**src/rtl/reorder_buffer.sv**
```systemverilog
// Circular in-order retirement buffer: allocates tagged entries, captures CDB
// results by tag, and retires one ready head entry per cycle into the regfile.
module reorder_buffer #(
  parameter int unsigned ROB_SIZE = 16,
  parameter int unsigned IDX_W    = 4,
  parameter int unsigned TAG_W    = 5,
  parameter int unsigned DATA_W   = 32,
  parameter int unsigned REG_W    = 5
) (
  input  logic              clk,
  input  logic              rst,
  input  logic              rdy,
  input  logic              alloc_valid,
  input  logic [REG_W-1:0]  alloc_dest,
  output logic [TAG_W-1:0]  alloc_tag,
  output logic              rob_full,
  input  logic              cdb_valid,
  input  logic [TAG_W-1:0]  cdb_tag,
  input  logic [DATA_W-1:0] cdb_data,
  input  logic              cdb_mispred,
  input  logic [DATA_W-1:0] cdb_target,
  input  logic [TAG_W-1:0]  query_tag1,
  output logic              query_ready1,
  output logic [DATA_W-1:0] query_data1,
  input  logic [TAG_W-1:0]  query_tag2,
  output logic              query_ready2,
  output logic [DATA_W-1:0] query_data2,
  output logic              if_commit,
  output logic [REG_W-1:0]  pos_commit,
  output logic [DATA_W-1:0] data_commit,
  output logic [TAG_W-1:0]  tag_commit,
  output logic              clear,
  output logic [DATA_W-1:0] clear_pc
);

  logic [ROB_SIZE-1:0] valid_q, valid_d, ready_q, ready_d, mispred_q, mispred_d;
  logic [REG_W-1:0]    dest_q   [ROB_SIZE];
  logic [REG_W-1:0]    dest_d   [ROB_SIZE];
  logic [DATA_W-1:0]   data_q   [ROB_SIZE];
  logic [DATA_W-1:0]   data_d   [ROB_SIZE];
  logic [DATA_W-1:0]   target_q [ROB_SIZE];
  logic [DATA_W-1:0]   target_d [ROB_SIZE];
  logic [IDX_W-1:0]    head_q, head_d, tail_q, tail_d;
  logic [IDX_W:0]      count_q, count_d;

  logic                if_commit_q, if_commit_d, clear_q, clear_d;
  logic [REG_W-1:0]    pos_commit_q, pos_commit_d;
  logic [DATA_W-1:0]   data_commit_q, data_commit_d, clear_pc_q, clear_pc_d;
  logic [TAG_W-1:0]    tag_commit_q, tag_commit_d;

  logic                do_alloc, do_commit, do_wb;
  logic [IDX_W-1:0]    wb_idx;

  assign alloc_tag   = TAG_W'(tail_q) + TAG_W'(1);
  assign rob_full    = (count_q == (IDX_W+1)'(ROB_SIZE));
  assign wb_idx      = IDX_W'(cdb_tag - TAG_W'(1));
  assign do_wb       = cdb_valid && (cdb_tag != '0) && (cdb_tag <= TAG_W'(ROB_SIZE))
                       && valid_q[wb_idx];
  assign do_alloc    = alloc_valid && !rob_full;
  assign do_commit   = (count_q != '0) && valid_q[head_q] && ready_q[head_q];

  assign if_commit   = if_commit_q;
  assign pos_commit  = pos_commit_q;
  assign data_commit = data_commit_q;
  assign tag_commit  = tag_commit_q;
  assign clear       = clear_q;
  assign clear_pc    = clear_pc_q;

  // Operand lookup: empty tag is always ready, a same-cycle CDB hit bypasses the entry.
  function automatic logic [DATA_W:0] lookup(input logic [TAG_W-1:0] tag);
    logic [IDX_W-1:0] idx;
    idx    = IDX_W'(tag - TAG_W'(1));
    lookup = '0;
    if (tag == '0)
      lookup = {1'b1, {DATA_W{1'b0}}};
    else if (cdb_valid && (cdb_tag == tag))
      lookup = {1'b1, cdb_data};
    else if ((tag <= TAG_W'(ROB_SIZE)) && valid_q[idx])
      lookup = {ready_q[idx], data_q[idx]};
  endfunction

  always_comb begin
    {query_ready1, query_data1} = lookup(query_tag1);
    {query_ready2, query_data2} = lookup(query_tag2);
  end

  always_comb begin
    valid_d       = valid_q;
    ready_d       = ready_q;
    mispred_d     = mispred_q;
    dest_d        = dest_q;
    data_d        = data_q;
    target_d      = target_q;
    head_d        = head_q;
    tail_d        = tail_q;
    count_d       = count_q;
    if_commit_d   = 1'b0;
    pos_commit_d  = pos_commit_q;
    data_commit_d = data_commit_q;
    tag_commit_d  = tag_commit_q;
    clear_d       = 1'b0;
    clear_pc_d    = clear_pc_q;

    if (do_wb) begin
      ready_d[wb_idx]   = 1'b1;
      data_d[wb_idx]    = cdb_data;
      mispred_d[wb_idx] = cdb_mispred;
      target_d[wb_idx]  = cdb_target;
    end

    if (do_commit) begin
      if_commit_d     = 1'b1;
      pos_commit_d    = dest_q[head_q];
      data_commit_d   = data_q[head_q];
      tag_commit_d    = TAG_W'(head_q) + TAG_W'(1);
      valid_d[head_q] = 1'b0;
      ready_d[head_q] = 1'b0;
      head_d          = head_q + IDX_W'(1);
    end

    if (do_alloc) begin
      valid_d[tail_q]   = 1'b1;
      ready_d[tail_q]   = 1'b0;
      mispred_d[tail_q] = 1'b0;
      dest_d[tail_q]    = alloc_dest;
      tail_d            = tail_q + IDX_W'(1);
    end

    case ({do_alloc, do_commit})
      2'b10:   count_d = count_q + (IDX_W+1)'(1);
      2'b01:   count_d = count_q - (IDX_W+1)'(1);
      default: count_d = count_q;
    endcase

    // Mispredicted head still retires, then the flush overrides any alloc this cycle.
    if (do_commit && mispred_q[head_q]) begin
      clear_d    = 1'b1;
      clear_pc_d = target_q[head_q];
      valid_d    = '0;
      ready_d    = '0;
      head_d     = '0;
      tail_d     = '0;
      count_d    = '0;
    end
  end

  always_ff @(posedge clk) begin
    if (!rst) begin
      valid_q       <= '0;
      ready_q       <= '0;
      mispred_q     <= '0;
      head_q        <= '0;
      tail_q        <= '0;
      count_q       <= '0;
      if_commit_q   <= 1'b0;
      pos_commit_q  <= '0;
      data_commit_q <= '0;
      tag_commit_q  <= '0;
      clear_q       <= 1'b0;
      clear_pc_q    <= '0;
    end else if (rdy) begin
      valid_q       <= valid_d;
      ready_q       <= ready_d;
      mispred_q     <= mispred_d;
      head_q        <= head_d;
      tail_q        <= tail_d;
      count_q       <= count_d;
      if_commit_q   <= if_commit_d;
      pos_commit_q  <= pos_commit_d;
      data_commit_q <= data_commit_d;
      tag_commit_q  <= tag_commit_d;
      clear_q       <= clear_d;
      clear_pc_q    <= clear_pc_d;
    end
  end

  // Payload storage needs no reset: entry valid/ready bits gate every use.
  always_ff @(posedge clk) begin
    if (rst && rdy) begin
      dest_q   <= dest_d;
      data_q   <= data_d;
      target_q <= target_d;
    end
  end

endmodule

```
**config.mk**
```make
export PLATFORM = sky130hd
export DESIGN_NAME = reorder_buffer
export DESIGN_NICKNAME = d
export VERILOG_FILES = /design/src/rtl/reorder_buffer.sv
export SDC_FILE = /design/constraint.sdc
export NUM_CORES = 2
export LEC_CHECK = 0
export BUFFER_PORTS_ARGS = -buffer_cell sky130_fd_sc_hd__buf_2
export CORE_ASPECT_RATIO = 0.6
export CORE_MARGIN = 10
export CORE_UTILIZATION = 50
export DETAILED_ROUTE_END_ITERATION = 8
export PLACE_DENSITY = 0.73
export SLEW_MARGIN = 0
export SYNTH_ARGS = -nofsm -noshare
export SYNTH_HDL_FRONTEND = slang
export SYNTH_SLANG_ARGS = --single-unit
```
**constraint.sdc**
```tcl
create_clock -name clk -period 10.5 [get_ports clk]
set_input_delay 1.575 -clock clk [delete_from_list [all_inputs] [get_ports clk]]
set_output_delay 1.575 -clock clk [all_outputs]
set_load 0.005 [all_outputs]
```
-- Word-level counts from Yosys, hierarchy flattened
Cells that the tools add are included.
- input bits: 90
- logic and storage cells: 205
- output and inout bits: 148
- register bits after elaboration: 1241
- reductions and logical operators: 32
- bitwise logic cells: 13
- $add $sub $neg: 9
- magnitude comparators: 18
- multiplexer cells: 68
- eq/ne operators: 5
- operators with widths (operator ; number):
    $bwmux W512 ; 2
    $bmux W32 S4 ; 4
    $mux W32 ; 9
    $mux W33 ; 6
    $mux W16 ; 9
    $demux W32 S4 ; 1
    $bwmux W80 ; 1
    $and A16 B16 Y16 ; 4
    $bmux W1 S4 ; 8
    $not A16 Y16 ; 2
    $or A16 B16 Y16 ; 2
    $ge A5 B5 Y1 const B ; 5
    $lt A4 B5 Y1 const B ; 5
    $not A4 Y5 ; 5
    $bmux W5 S4 ; 1
    $demux W5 S4 ; 1
    $mux W5 ; 4
    $logic_and A1 B1 Y1 ; 17
    $bwmux W16 ; 1
    $mux W4 ; 4
    $le A5 B5 Y1 const B ; 3
    $reduce_and A2 Y1 ; 7
    $mux W1 ; 13
    $demux W1 S4 ; 3
    other kinds (17) ; 28

-- Longest topological paths before layout
- word-level depth: 12
- depth in mapped cells: 15
- mapped depth without buffers: 12

-- Least setup slack after synthesis
Ideal clock, no wire load.
- kind: input to register
- from: input cdb_tag[0]
- to: register data_q[0] in the netlist's numbering (enable)
- slack: 4.087 ns
- required time: 10.014 ns
- stages: 10
- buffers on the path: 2
- library setup time: 0.486 ns
- data arrival time: 5.927 ns
- cell sequence: buf_2 > inv_1 > ha_1 > o21ai_0 > mux2_2 > o22a_1 > nor4bb_1 > clkbuf_1 > nand2_1 > nor2_1
- word-level cells in the longest chain between the ends: 5
- elaborated cells between the ends (all ways): 9
- those cells by class: 1 x add/sub; 1 x order compare; 2 x mux; 5 x reduce/logical
- RTL lines (item ; line ; text):
    start: declaration ; 18 ; input logic [TAG_W-1:0] cdb_tag,
    $sub A4 B1 Y4 / $reduce_bool A5 Y1 (equally long branches) ; 56, 57 ;
    $bmux W1 S4 / $logic_and A1 B1 Y1 (equally long branches) ; 58, 57 ;
    $mux W1 (implied by the code) / $logic_and A1 B1 Y1 (equally long branches) ; 58, 57 ;
    $logic_and A1 B1 Y1 (*) ; 58 ; && valid_q[wb_idx];
    $reduce_and A2 Y1 (no source line) (*) ; - ;
    end signal: assignment ; 181 ; data_q <= data_d;
    end: declaration ; 39 ; logic [DATA_W-1:0] data_q [ROB_SIZE];
Every way passes the cells marked *; elsewhere a longest branch is shown, timed or not. The select of a mux whose other input is x is not followed.
A chain may end at the register's enable or synchronous reset.

-- Final worst setup path
- from: input query_tag1[0]
- to: output query_data1[30]
- word-level cells in the longest chain between the ends: 8
- elaborated cells between the ends (all ways): 15
- those cells by class: 1 x add/sub; 1 x order compare; 1 x eq/ne; 8 x mux; 1 x bitwise; 3 x reduce/logical
- RTL lines (item ; line ; text):
    start: declaration ; 22 ; input logic [TAG_W-1:0] query_tag1,
    $sub A4 B1 Y4 ; 72 ; idx = IDX_W'(tag - TAG_W'(1));
    $not A4 Y5 (implied by the code) ; 79 ; lookup = {ready_q[idx], data_q[idx]};
    $bmux W32 S4 ; 79 ;
    $mux W32 (implied by the code) (2 in series) ; 79 ;
    $mux W33 ; 78 ; else if ((tag <= TAG_W'(ROB_SIZE)) && valid_q[idx])
    $mux W33 ; 76 ; else if (cdb_valid && (cdb_tag == tag))
    $mux W33 (*) ; 74 ; if (tag == '0)
    end: declaration ; 24 ; output logic [DATA_W-1:0] query_data1,
Marks and branches as above.

==> out/results.ini <==
[yosys]
synth_top_family_by_area = multiplexers
synth_compound_area_frac = 0.0370
synth_xor_xnor_area_share = 0.00335
ys_types = 62
synth_fp_nets = 3261
synth_edf_count = 1104
avgSynthCellArea_um2 = 18.2
synth.yosys.seq_area_share = 0.625
yosys.area_share.simple = 0.0401
synthArstFlopShare = 0
synth_seq_cells = 1241
syn_inst = 3152
synth_fa_ha_area_frac = 0.00414
synth_ff_type = edfxtp_1
synth_area_mm2 = 0.0575
muxShareOfSynthArea = 0.272
yosysWarnings = 0

[worst_setup_path]
arrival_ps = 5330
path_max_fanout = 60
critPathLaunchType = primary input
critPathKind = in2out
slowest_stage = nor2_1
slowest_delay_ps = 650
cpMostUsedCell = nor2_1
cp.required_ps = 8930
end_kind = output pin
crit_chain = buf_8 > inv_1 > ha_4 > xnor2_2 > buf_4 > mux4_2 > nand2b_1 > nor2_1 > a32oi_1 > nor2_1 > buf_2

[run]
max_cap_violations = 0

[die]
core_mm2 = 0.114
fp-row-count = 96
dieArea_mm2 = 0.129
start_util = 0.503
die_w_um = 458
io-pin-count = 238
die_h_um = 283

[drt]
drt_first_pass_iters = 6
drc = 0
wl_per_cell_um = 32.4
totalWireLength_mm = 160
vias_per_cell = 6.81
antenna_left = 0
dr_total_vias = 33687
drt_iter0_drc = 4863

[power_and_ir_drop]
pwr_density_cell_mw_per_mm2 = 157
swShare = 0.222
power_mw = 10.1
clkPwrFrac = 0.413
combPwrFrac = 0.056
power_frac_seq = 0.532
intPower_mw = 7.85
peakVddDrop_mv = 0.152
switching_power_mw = 2.24
p_leak_nw = 20.5

[cts]
cts_tree = done
cts.sinks = 1241
clkLatencyLatePin_ps = 770
cts_resized = 0
path_clk_slew_ps = 60
cts_hold_buf = 0
cts-root-buf = clkbuf_16
cts-htree-levels = 3
cts_buffers = 111
postCtsSetupBuffers = 0
max-clock-path-buffers = 3

[hold_path]
hold_class = reg2reg

[timing]
setup_viol = 0
maxSlewHeadroom = 0.183
hold_violations = 0
min_period_ps = 6900
max_slew.worst_pin.slew_ps = 1220
fin_ws_ps = 3600
finalClockSkew_ps = 72.4
fin_crit_sh = 0.657
slew_viol_final = 0
rsz0062_at_grt = false
fin_tns_setup_ps = 0
clock.fmax_mhz = 145

[placement]
place.gp.congestion = 0.862
place_ws_ps = 3620
hpwl_mm = 91.3
io_buffers = 237

[layout]
regArea_mm2 = 0.0359
area_growth_pct = 11.6
final_cell_mix = edfxtp_1 (1104), mux4_2 (626), nand2_1 (334)
fillers = 8573
final_common_cell = edfxtp_1
multiInputGateArea_mm2 = 0.0208
layout-drive-gt1-share = 0.341
final_nets = 3438

[grt]
grt_pass1_vias = 33137
grt-ovfl-total = 0
grt_pass1_wl_mm = 235
grt_max_degree = 104
antenna_found_initial = 16
grt.total_usage = 0.245

[status]
status = complete, no violations

## metrics by stage
stage / hold WS [ps] / util / instance area [µm²] / cells
global placement: 438 / 0.529 / 60400 / 4735
global route: 474 / 0.561 / 64100 / 4949
floorplan: 446 / - / 57500 / 3152
finish: 451 / 0.562 / 64100 / 4950
CTS: 456 / 0.561 / 64100 / 4945
detailed placement: 447 / 0.529 / 60400 / 4735
## power groups by stage
stage               logic, mW  clock network [mW]  registers (mW)
finish                  0.562                4.16            5.37
global placement        0.546                   0            5.47
global route            0.595                4.43            5.36
CTS                     0.553                4.22            5.37
floorplan               0.344                   0            5.48
detailed placement      0.551                   0            5.47
## kinds of logic (layout without fill, tap and decap cells)
logic type | Yosys count | in the layout
buffers and inverters | 264 | 538
adder cells (fa/ha/maj) | 19 | 19
XOR/XNOR | 22 | 22
other | 0 | 5
flip-flops | 1241 | 1241
multiplexers | 770 | 770
AO/OA/AOI/OAI | 300 | 300
AND/OR/NAND/NOR | 536 | 536
## path summary, 6_finish.rpt
| check | slack, ps | from | depth (start not counted) | end |
|---|---|---|---|---|
| min | 450 | clear_pc[14] | 2 | clear_pc[14] |
| max reg2reg | 5800 | head_q[0] | 7 | clear_pc[21] |
| min reg2reg | 450 | clear_pc[14] | 2 | clear_pc[14] |
| max | 3600 | query_tag1[0] | 11 | query_data1[30] |
## synthesized netlist by cell type, types with 4 or more instances
cell type  number  area share
nand2b_1        4     0.00044
nor2b_1        15      0.0016
or3_1           4     0.00044
and3_1         11      0.0012
nor3b_1        10      0.0013
a32oi_1        16      0.0024
buf_1          39      0.0025
clkbuf_1      148      0.0097
a21oi_1       112      0.0098
nand2_1       335       0.022
and2_1          5     0.00054
ha_1           19      0.0041
o21ai_0        35      0.0030
xnor2_1         9      0.0014
o211a_1         8      0.0014
nand3_1        37      0.0032
mux2i_1       136       0.024
o211ai_1       11      0.0014
a21boi_0        8      0.0010
a31o_2          9      0.0014
a211oi_1        6     0.00078
inv_1          16      0.0010
mux4_2        626        0.25
nor4_1          4     0.00044
xor2_1         13      0.0020
dfxtp_1       137       0.048
nor3_1         13      0.0011
nor2_1         81      0.0053
buf_2          56      0.0049
a32o_1         60       0.010
o21a_1         13      0.0017
edfxtp_1     1104        0.58
mux4_1          5      0.0023
## area by class of cell
type	instances	share of cell area
Clock inverter	79	0.0126
Tap cell	1519	0.0296
Inverter	17	0.00103
Antenna cell	5	0.000195
Clock buffer	131	0.0453
Sequential cell	1241	0.560
Timing Repair Buffer	311	0.0277
Multi-Input combinational cell	1647	0.324
## per-layer routing
metal | part of all wire | up-vias | GRT usage | routed length (µm)
li1 | - | 13533 | - | -
met1 | 0.39 | 17507 | 0.352 | 62400
met2 | 0.46 | 2343 | 0.367 | 73000
met3 | 0.13 | 296 | 0.0715 | 20600
met4 | 0.025 | 8 | 0.0654 | 4070
met5 | 0.00028 | - | 0 | 45
## registers in the layout, summed over array words and instances (netlist names), 16 cells and up
name / flops
valid_q: 16
data_q: 512
mispred_q: 16
ready_q: 16
data_commit: 32
clear_pc: 32
target_q: 512
dest_q: 80
## critical path: cells and delay by family
kind | cells | cell delay (ps)
compound gates | 1 | 240
xor+xnor | 1 | 140
fa+ha+maj | 1 | 250
buf+inv | 4 | 1530
mux | 1 | 400
simple gates | 3 | 1130
No activity file was read; power rests on OpenSTA's default activity.
